===== config.mk =====
export PLATFORM = sky130hd
export DESIGN_NAME = fifo_reader
export DESIGN_NICKNAME = d
export VERILOG_FILES = /design/src/rtl/fifo_pkg.sv /design/src/rtl/fifo_reader_skid.sv /design/src/rtl/fifo_reader.sv
export SDC_FILE = /design/constraint.sdc
export NUM_CORES = 1
export LEC_CHECK = 0
export CAP_MARGIN = 15
export CORE_ASPECT_RATIO = 1.2
export CORE_UTILIZATION = 40
export DETAILED_ROUTE_END_ITERATION = 12
export DONT_BUFFER_PORTS = 1
export PLACE_DENSITY = 0.56
export RECOVER_POWER = 25
export SLEW_MARGIN = 40
export SYNTH_ARGS = -nofsm -noshare
export SYNTH_HDL_FRONTEND = slang
export SYNTH_SLANG_ARGS = --single-unit

===== constraint.sdc =====
create_clock -name rclk -period 7.25 [get_ports rclk]
set_clock_uncertainty 0.15 [all_clocks]
set_input_delay 1.0875 -clock rclk [delete_from_list [all_inputs] [get_ports rclk]]
set_output_delay 1.0875 -clock rclk [all_outputs]
set_load 0.02 [all_outputs]

===== src/rtl/fifo_pkg.sv =====
// Shared constants for the FIFO read-side burst reader: default widths,
// FSM state encodings and a saturating counter helper.
package fifo_pkg;

   localparam int DSIZE_DEF = 16;
   localparam int LENW_DEF  = 8;

   // FSM state encodings
   localparam logic [1:0] ST_IDLE  = 2'd0;
   localparam logic [1:0] ST_BURST = 2'd1;
   localparam logic [1:0] ST_DRAIN = 2'd2;
   localparam logic [1:0] ST_DONE  = 2'd3;

   localparam logic [15:0] STALL_MAX = 16'hFFFF;

   // Increment that sticks at the top value instead of wrapping.
   function automatic logic [15:0] sat_inc(input logic [15:0] v);
      return (v == STALL_MAX) ? v : v + 16'd1;
   endfunction

endpackage


===== src/rtl/fifo_reader_skid.sv =====
// Two-entry in-order output buffer. The head entry is a register that
// drives out_data directly, so the output word is registered and holds
// while the consumer stalls.
module fifo_reader_skid
   import fifo_pkg::*;
#(
   parameter int DSIZE = DSIZE_DEF
) (
   input  logic             clk,
   input  logic             rst,
   input  logic             push,
   input  logic [DSIZE-1:0] push_data,
   input  logic             pop,
   output logic [DSIZE-1:0] head,
   output logic [1:0]       count
);

   logic [DSIZE-1:0] entry1;

   // Storage and occupancy update; push is never issued at count 2 and
   // pop never at count 0, so those combinations need no handling.
   always_ff @(posedge clk or posedge rst) begin
      if (rst) begin
         head   <= '0;
         entry1 <= '0;
         count  <= 2'd0;
      end else begin
         case ({push, pop})
            2'b10: begin
               if (count == 2'd0) head <= push_data;
               else               entry1 <= push_data;
               count <= count + 2'd1;
            end
            2'b01: begin
               head  <= entry1;
               count <= count - 2'd1;
            end
            2'b11: begin
               // Count stays the same; the incoming word lands behind
               // whatever is left after the head leaves.
               if (count == 2'd1) begin
                  head <= push_data;
               end else begin
                  head   <= entry1;
                  entry1 <= push_data;
               end
            end
            default: ;
         endcase
      end
   end

endmodule


===== src/rtl/fifo_reader.sv =====
// Burst reader for a first-word-fall-through FIFO. A request for N words
// pops exactly N words, passes them through a 2-entry output buffer to a
// valid/ready consumer, pulses done at the end and counts empty stalls.
//
// Handshakes: a transfer happens on a rising rclk edge where valid and
// ready are both 1 (req_valid/req_ready, out_valid/out_ready); r_en is a
// pop strobe that consumes the FIFO head on the same edge.
module fifo_reader
   import fifo_pkg::*;
#(
   parameter int DSIZE = DSIZE_DEF,
   parameter int LENW  = LENW_DEF
) (
   input  logic             rclk,
   input  logic             rrst,
   input  logic             rempty,
   input  logic [DSIZE-1:0] rdata,
   output logic             r_en,
   input  logic             req_valid,
   input  logic [LENW-1:0]  req_len,
   output logic             req_ready,
   output logic             out_valid,
   output logic [DSIZE-1:0] out_data,
   input  logic             out_ready,
   output logic             done,
   output logic [15:0]      stall_cnt,
   output logic [1:0]       dbg_state
);

   logic [1:0]      state;
   logic [LENW-1:0] remaining;
   logic [1:0]      buf_count;
   logic            buf_pop;

   // Pop only when the buffer has room; out_ready plays no part here.
   always_comb begin
      r_en = (state == ST_BURST) && !rempty &&
             (remaining != '0) && (buf_count < 2'd2);
   end

   // Status outputs decoded from registered state.
   always_comb begin
      req_ready = (state == ST_IDLE);
      done      = (state == ST_DONE);
      out_valid = (buf_count != 2'd0);
      buf_pop   = out_valid && out_ready;
      dbg_state = state;
   end

   // Burst control FSM, remaining-word counter and stall counter.
   always_ff @(posedge rclk or posedge rrst) begin
      if (rrst) begin
         state     <= ST_IDLE;
         remaining <= '0;
         stall_cnt <= 16'd0;
      end else begin
         case (state)
            ST_IDLE: begin
               if (req_valid) begin
                  remaining <= req_len;
                  stall_cnt <= 16'd0;
                  state     <= (req_len != '0) ? ST_BURST : ST_DONE;
               end
            end
            ST_BURST: begin
               if (r_en) begin
                  remaining <= remaining - LENW'(1);
                  if (remaining == LENW'(1)) state <= ST_DRAIN;
               end
               if ((remaining != '0) && rempty) stall_cnt <= sat_inc(stall_cnt);
            end
            ST_DRAIN: begin
               // Leave once the buffer is empty or its last word goes out.
               if ((buf_count == 2'd0) || ((buf_count == 2'd1) && buf_pop))
                  state <= ST_DONE;
            end
            default: state <= ST_IDLE;
         endcase
      end
   end

   fifo_reader_skid #(.DSIZE(DSIZE)) u_skid (
      .clk       (rclk),
      .rst       (rrst),
      .push      (r_en),
      .push_data (rdata),
      .pop       (buf_pop),
      .head      (out_data),
      .count     (buf_count)
   );

endmodule


## Word level (Yosys, flattened, before mapping)

Index checks and enable logic that the tools add are counted.

| operators by class | value |
|---|---|
| magnitude comparators | 1 |
| multiplexer cells | 20 |
| reductions and logical operators | 22 |
| eq/ne operators | 18 |
| $add $sub $neg | 4 |

Operators by type and width:

| cell | number |
|---|---|
| 16-bit 2-to-1 mux | 7 |
| 16-bit one-hot mux with 2 select lines | 2 |
| 16-bit one-hot mux with 3 select lines | 1 |
| 16-bit by 1-bit adder with 16-bit output, second input constant | 1 |
| 16-bit == test, second input constant | 1 |
| 8-bit 2-to-1 mux | 2 |
| 8-bit one-hot mux with 2 select lines | 1 |
| 8-bit nonzero test | 2 |
| 2-bit inequality test, second input constant | 6 |
| 2-bit 2-to-1 mux | 5 |
| 2-bit == test, second input constant | 4 |
| 8-bit by 1-bit == test with 1-bit output, second input constant | 1 |
| 4-bit AND reduction | 2 |
| 2-bit nonzero test | 4 |
| 8-bit by 1-bit subtractor with 8-bit output, second input constant | 1 |
| 2-bit by 1-bit == test with 1-bit output, second input constant | 3 |
| 1-bit logical AND | 6 |
| 2-bit by 1-bit inequality test with 1-bit output, second input constant | 3 |
| 2-bit one-hot mux with 3 select lines | 1 |
| 3-bit AND reduction | 2 |
| 2-bit zero test | 2 |
| 2-bit one-hot mux with 2 select lines | 1 |
| 3-bit nonzero test | 1 |
| 2-bit by 1-bit adder with 2-bit output, second input constant | 1 |
| 5 further kinds | 5 |

| storage, ports and cells | value |
|---|---|
| output and inout bits | 38 |
| flip-flop bits (word level) | 60 |
| word-level logic and storage cells | 71 |

## Depth between registers and ports, before layout

| logic depth | value |
|---|---|
| depth after elaboration | 7 |
| depth in mapped cells | 11 |
| mapped depth without buffers | 10 |

## Modules after synthesis

From an unflattened synthesis, not the netlist that was laid out.

| second synthesis, totals | value |
|---|---|
| cells, all modules | 341 |
| area total of the unflattened synthesis | 3,372.0 sq um |

Modules (own cells, without submodules):

| module | area each (sq um) | instances | cells each |
|---|---|---|---|
| fifo_reader_skid | 1,699.1 | 1 | 153 |
| fifo_reader | 1,672.9 | 1 | 188 |

## Worst setup path before layout

OpenSTA, ideal clock, no wires.

| timing | value |
|---|---|
| kind | in2reg |
| start point | input port rempty |
| end point | register u_skid.entry1[0] |
| path buffers | 2 |
| data arrival time | 2,857 ps |
| required time | 6,975 ps |
| path slack | 4,118 ps |
| stages on the path | 8 |
| path through | nor2_1 > o211ai_2 > inv_2 > ha_1 > o211a_1 > clkbuf_1 > clkbuf_1 > mux2_2 |

| between the ends | value |
|---|---|
| cells in the longest elaborated chain, start to end | 7 |

Ends and longest elaborated chain:

| item | line | RTL |
|---|---|---|
| from (decl) | fifo_reader.sv:16 | `input logic rempty,` |
| 1-bit zero test (*) | fifo_reader.sv:37 | `r_en = (state == ST_BURST) && !rempty &&` |
| 1-bit logical AND (*) (2 in series) | fifo_reader.sv:37 |  |
| 1-bit logical AND (*) | fifo_reader.sv:38 | `(remaining != '0) && (buf_count < 2'd2);` |
| named net r_en | fifo_reader.sv:18 | `output logic r_en,` |
| 2-bit == test | fifo_reader_skid.sv:28 | `case ({push, pop})` |
| 2-bit inequality test (no line) or 2-bit nonzero test (tied branches) | - |  |
| 3-bit AND reduction (no line) | - |  |
| to (signal assigned) | fifo_reader_skid.sv:31 | `else entry1 <= push_data;` |
| to (signal assigned) | fifo_reader_skid.sv:45 | `entry1 <= push_data;` |
| to (decl) | fifo_reader_skid.sv:18 | `logic [DSIZE-1:0] entry1;` |

The timed path passes the listed nets; every way through them passes the cells marked *.
A chain may end at the register's enable or synchronous reset.

==> impl_metrics.toml <==
[synthesis]
gate_count_of_the_mapped_netlist = 327
synth-seq-area-share_pct = 47.1
synth_seq_cells = 60
async_sr_flop_fraction_pct = 100
yosysWarnings = 0
number_of_enable_flip_flop_cells_after_synthesis = 0
syn-mean-instance-area_um2 = 9.75
total_standard_cell_area_after_synthesis_um2 = 3190
netlist-cell-type-count = 54
mappedNetlistNets = 368
dominantRegCellSynth = "dfrtp_1"

[outcome]
outcome = "complete, but fails checks"
failed_checks = "capacitance limit, slew limit"

[die]
design.core.area_um2 = 7710
boundaryPins = 67
std_cell_rows = 35
start_util_pct = 41.3
dieArea_um2 = 8330
die_w_um = 83.5
die-height_um = 99.8

[place]
place_congestion = 0.787
dpl.hpwl_mm = 4.87
placement.setup.worst_slack_ns = 4.02
placement.io_buffers = 0

[routing]
via_per_inst = 5.91
tritonroute_pass_1_iters = 5
via_count_of_the_routed_design = 2506
antenna_violating_nets_post_route = 0
routed_wirelength_mm = 7.31
drt_iter0_drc = 159
drt-wirelength-per-cell_um = 17.2
drc = 0

[timing]
report.final.slew_viol_count = 61
postLayoutSetupSlackWorst_ns = 3.38
max_freq_ghz = 0.258
timing_worst_slew_pin_value_ns = 3.26
tns_ns = 0
timing.final.hold_violations = 0
slew_headroom_pct = -117
setup_viol = 0
setup_repair_after_global_routing_missed_its_margin = "no"
final_period_minus_worst_setup_slack_ns = 3.87
fin_crit_sh_pct = 53.4

[worst_setup_path]
setup.worst_path.start = "rrst"
critical_path.startpoint_type = "input pin"
worst_path_dominant_cell_family = "buffers and inverters"
worstReg2RegEnd = "u_skid.entry1[12]"
crit_path_end_kind = "async pin"
critical_path.slowest_cell = "clkbuf_1"
cp_cell_sequence = "inv_1, clkbuf_1"
max_stage_delay_ns = 2.29
timing.critical_path.buf_inv = 2
rr_startpoint = "remaining[0]"
timing.critical_path.depth = 2
kind_of_critical_path = "input pin to async pin"
critical_path.endpoint = "u_skid.head[13]"
critical_path_required_ns = 6.82
critPathMaxFanout = 60
timing.reg2reg.setup_slack_ns = 4.05
worst_path_arrival_ns = 3.44
rr_worst_depth = 9

[cts]
htree_levels = 3
clock_path_buffers = 2
cts_made_buffers = 9
clkLatencyLatePin_ns = 0.34
cts_hold_buf = 0
ctsRootBufferMaster = "clkbuf_8"
numClockSinks = 60
clk_pin_slew_ns = 0.07
cts_tree = "yes"
post-cts-setup-buffers = 0
ctsResizeCount = 0

[finish]
filler_cell_count = 743
final_common_cell = "dfrtp_1"
layout.cells.most_common_list = "dfrtp_1, a21oi_1, nor2_1"
layout-drive-gt1-share_pct = 14.5
area_growth_pct = 8.48
antenna_cells_inserted = 0
fin_nets = 368

[global_route]
grt_overflow_total = 0
pin_count_of_the_biggest_net_entering_global_routing = 61
number_of_global_route_vias_before_repair = 2492
grt_first_pass_wirelength_mm = 12.1
grt.total_usage_pct = 18.6
number_of_antenna_violations_at_the_first_check_in_global_routing = 0

[pwr]
powerDensity_nw_per_um2 = 434
power.static_leakage_uw = 0.00145
max-vdd-ir-drop_v = 0.000195

[flow_run]
cap_viol_max_count = 1

[worst_hold_path]
type_of_the_most_critical_hold_path = "flop to flop"
==> per-stage QoR <==
stage / utilization [%] / total power (uW) / cell area, um^2 / std cells / hold slack [ns]
floorplan: - / 1100 / 3190 / 327 / 0.323
global placement: 42.4 / 1210 / 3270 / 408 / 0.340
detailed placement: 42.5 / 1230 / 3270 / 408 / 0.346
CTS: 44.9 / 1520 / 3460 / 424 / 0.363
global route: 44.9 / 1620 / 3460 / 424 / 0.372
finish: 44.9 / 1500 / 3460 / 424 / 0.357
==> worst min-delay path by stage <==
stage | start | end | slack, ns | cells past startpoint
2_1_floorplan | u_skid.count[0] | u_skid.count[0] | 0.32 | 1
3_3_place_gp | u_skid.entry1[1] | u_skid.entry1[1] | 0.34 | 1
3_5_place_dp | u_skid.entry1[0] | u_skid.entry1[0] | 0.35 | 1
4_1_cts | u_skid.entry1[11] | u_skid.entry1[11] | 0.36 | 1
5_1_grt | u_skid.entry1[9] | u_skid.entry1[9] | 0.37 | 1
6_report | u_skid.entry1[3] | u_skid.entry1[3] | 0.36 | 1
==> flip-flops by register name (all words and copies together), names as in the netlist <==
register       count
dbg_state          2
remaining          8
stall_cnt         16
u_skid.count       2
u_skid.entry1     16
u_skid.head       16
==> power breakdown <==
group	switching, uW	internal, uW	leakage [uW]	total, uW
logic	316	224	0.000629	540
registers	204	476	0.000730	679
clock network	140	142	0.0000876	282
total	659	842	0.00145	1500
==> cell type report <==
type / count / area, um^2 / share of cell area [%]
timing repair buffer: 3 / 18.8 / 0.543
clock buffer: 11 / 151 / 4.38
inverter: 15 / 56.3 / 1.63
clock inverter: 5 / 36.3 / 1.05
multi-input combinational: 238 / 1580 / 45.6
tap: 92 / 115 / 3.33
sequential: 60 / 1500 / 43.4
==> synth_stat cells (all sizes together) (3+ instances only) <==
master,n,area share (%)
mux2,16,5.7
nor2,30,3.5
a31oi,9,1.8
ha,12,4.7
nand2b,3,0.67
inv,15,1.8
nor3,3,0.47
clkbuf,12,1.4
a21oi,34,5.3
nand4,3,0.59
mux2i,4,1.3
nor4,3,0.79
a22oi,16,3.8
or4,3,0.82
o21ai,15,2.5
o211ai,5,1.5
and3,3,0.75
nand3,19,3.0
dfrtp,60,47
nand2,26,3.3
==> cell families (layout without fill, tap and decap cells) <==
kind of cell	after synthesis	after routing	share of synthesized area, %
AND/OR/NAND/NOR	105	105	16.8
adder cells (fa/ha/maj)	12	12	4.71
buffers and inverters	29	34	3.69
AO/OA/AOI/OAI	99	99	20.2
multiplexers	20	20	6.91
flip-flops	60	60	47.1
XOR/XNOR	2	2	0.550
==> metal layers <==
layer	vias up	part of all wire (%)	GRT usage [%]
met2	74	48	30.9
li1	1201	-	-
met1	1215	42	21.2
met5	-	0	0
met4	0	2.6	10.4
met3	16	7.2	6.09
(Power assumes the default switching activity.)
==> variant, RTL diff (same settings) <==
Reset style: synchronous (`rrst` and `rst`), changed in 2 clocked blocks.
--- a/src/rtl/fifo_reader_skid.sv
+++ b/src/rtl/fifo_reader_skid.sv
@@ -19,7 +19,7 @@
 
    // Storage and occupancy update; push is never issued at count 2 and
    // pop never at count 0, so those combinations need no handling.
-   always_ff @(posedge clk or posedge rst) begin
+   always_ff @(posedge clk) begin
       if (rst) begin
          head   <= '0;
          entry1 <= '0;
--- a/src/rtl/fifo_reader.sv
+++ b/src/rtl/fifo_reader.sv
@@ -48,7 +48,7 @@
    end
 
    // Burst control FSM, remaining-word counter and stall counter.
-   always_ff @(posedge rclk or posedge rrst) begin
+   always_ff @(posedge rclk) begin
       if (rrst) begin
          state     <= ST_IDLE;
          remaining <= '0;
Check against the original RTL: differs if rrst is asserted again (counterexample within 4 cycles, from zero or initial values and one cycle with rrst high); with rrst held inactive, the same outputs for 4 cycles.
==> variant against the unedited design <==
Worst setup slack better by 0.59 ns. Worst hold slack worse by 0.0090 ns. Synthesized cell count is 10% higher. Global-route usage is 1.3 points higher. Total power is 2.8% lower. Cell area is 0.11% higher. Sequential cell count stayed put. Via count is 9.0% higher. Routed wire length is 9.9% higher. Area after synthesis stayed put. Critical endpoint is now r_en.
==> variant: results (changes against the unedited design) <==
- Status: finished, final reports clean (was complete, but fails checks)
- Complex-gate fraction of the synthesized area: 26.2% (was 20.2%)
- Synth area leaders: dfxtp_1, mux2i_1, ha_1 (was dfrtp_1, mux2_2, a21oi_1)
- Post-synthesis mux area share: 5.38% (was 6.91%)
- XOR/XNOR Fraction of Synth Area: 0.550% (unchanged)
- Port-buffer cells: 0 (unchanged)
- PnR worst setup slack: 3.97 ns (was 3.38 ns)
- Syn nets: 401 (was 368)
- Static Leak: 1.29 nW (was 1.45 nW)
- Hold Path End: u_skid.entry1[15] (was u_skid.entry1[3])
- Async S/R FF share, synth: 0% (was 100%)
- Worst Setup SP: dbg_state[0] (was rrst)
- Biggest regs: stall_cnt (16), u_skid.entry1 (16), u_skid.head (16) (unchanged)
- Clk cell area share: 7.16% (was 5.43%)
- Vias per inst: 6.11 (was 5.91)
- Placed insts: 431 (was 408)
- Hold WS: 0.348 ns (was 0.357 ns)
- Critical path fanouts, max: 24 (was 60)
- Post-synthesis sequential area ratio: 37.7% (was 47.1%)
- R2r setup slk: 3.98 ns (was 4.05 ns)
- Global-route usage over all layers: 19.9% (was 18.6%)
- Adder-cell share of the synthesized area: 4.71% (unchanged)
- WS Path Type: register to primary output (was input pin to asynchronous set/reset pin)
- Nets: 391 (was 368)
- #MultiIn Comb: 260 (was 238)
- H-Tree Depth: 3 (unchanged)
- Arr. time, crit path: 2.05 ns (was 3.44 ns)
- Final HPWL DP: 5270 um (was 4870 um)
- Sequential cell area: 1200 um^2 (was 1500 um^2)
- Cell count after synthesis: 360 (was 327)
- Max clock buf depth: 2 (unchanged)
- Layout cells sized above 1: 10.4% (was 14.5%)
- Ys flop type: dfxtp_1 (was dfrtp_1)
- Signal buffers share of area: 0.651% (was 0.543%)
- Hold path start: u_skid.entry1[15] (was u_skid.entry1[3])
- Clock transition at the registers of the reported paths: about 0.08 ns
- Synth cell count leaders: dfxtp_1, nor2_1, nor3_1 (was dfrtp_1, a21oi_1, nor2_1)
- R2r endpoint: u_skid.head[15] (was u_skid.entry1[12])
- Nonclk inv count: 16 (was 15)
- Detailed Route Iter0 Violations: 199 (was 159)
- Worst setup endpoint: r_en (was u_skid.head[13])
- Area of the multi-input gates: 1810 um^2 (was 1580 um^2)
- R2R depth: 8 (was 9)
- First-pass GRT wire length: 13300 um (was 12100 um)
- Layout fillers: 749 (was 743)
- Setup bufs post-CTS: 0 (unchanged)
- Final cell count without fillers: 447 (was 424)
- Slew Limit Headroom: 46.7% (was -117%)
- Final wirelength: 8030 um (was 7310 um)
- Pre-Repair DR Iteration Count: 4 (was 5)
- Hold path cells: 2 (was 1)
- Maximum number of pins on one net before global-route repair: 62 (was 61)
- Vias in the first global route: 2639 (was 2492)
- Placer Congestion: 0.763 (was 0.787)
- Area after DPL: 3210 um^2 (was 3270 um^2)
- Util after Layout: 44.9% (about the same)
- VDD IR max: 0.215 mV (was 0.195 mV)
==> variant: cell types whose count changed after synthesis, moves of 9 or more <==
| cell | delta |
|---|---|
| a211oi_2 | +10 |
| dfxtp_1 | +60 |
| o22a_1 | +11 |
| dfrtp_1 | -60 |
| mux2_2 | -15 |
| a211oi_1 | +9 |
| a21oi_1 | -21 |
| mux2i_1 | +12 |
| nand3_1 | -12 |
| nor3_1 | +19 |
==> variant: layer usage <==
metal	track usage (%)	vias to the layer above	share of wire [%]
met3	7.89	8	7.5
met5	0	-	0
met1	23.4	1304	42
met4	6.52	0	1.1
met2	33.4	68	49
li1	-	1351	-
==> variant: where the power goes <==
group | total (W) | switching (W) | internal, W
sequential | 0.000538 | 0.000124 | 0.000414
clock | 0.000379 | 0.000149 | 0.000231
combinational | 0.000542 | 0.000335 | 0.000207
total | 0.00146 | 0.000608 | 0.000851
==> variant: worst max-delay path, cell delays in order, from the launching register on <==
cell,delay (ns)
dfxtp_1,0.50
ha_1,0.67
nand3_1,0.24
inv_1,0.28
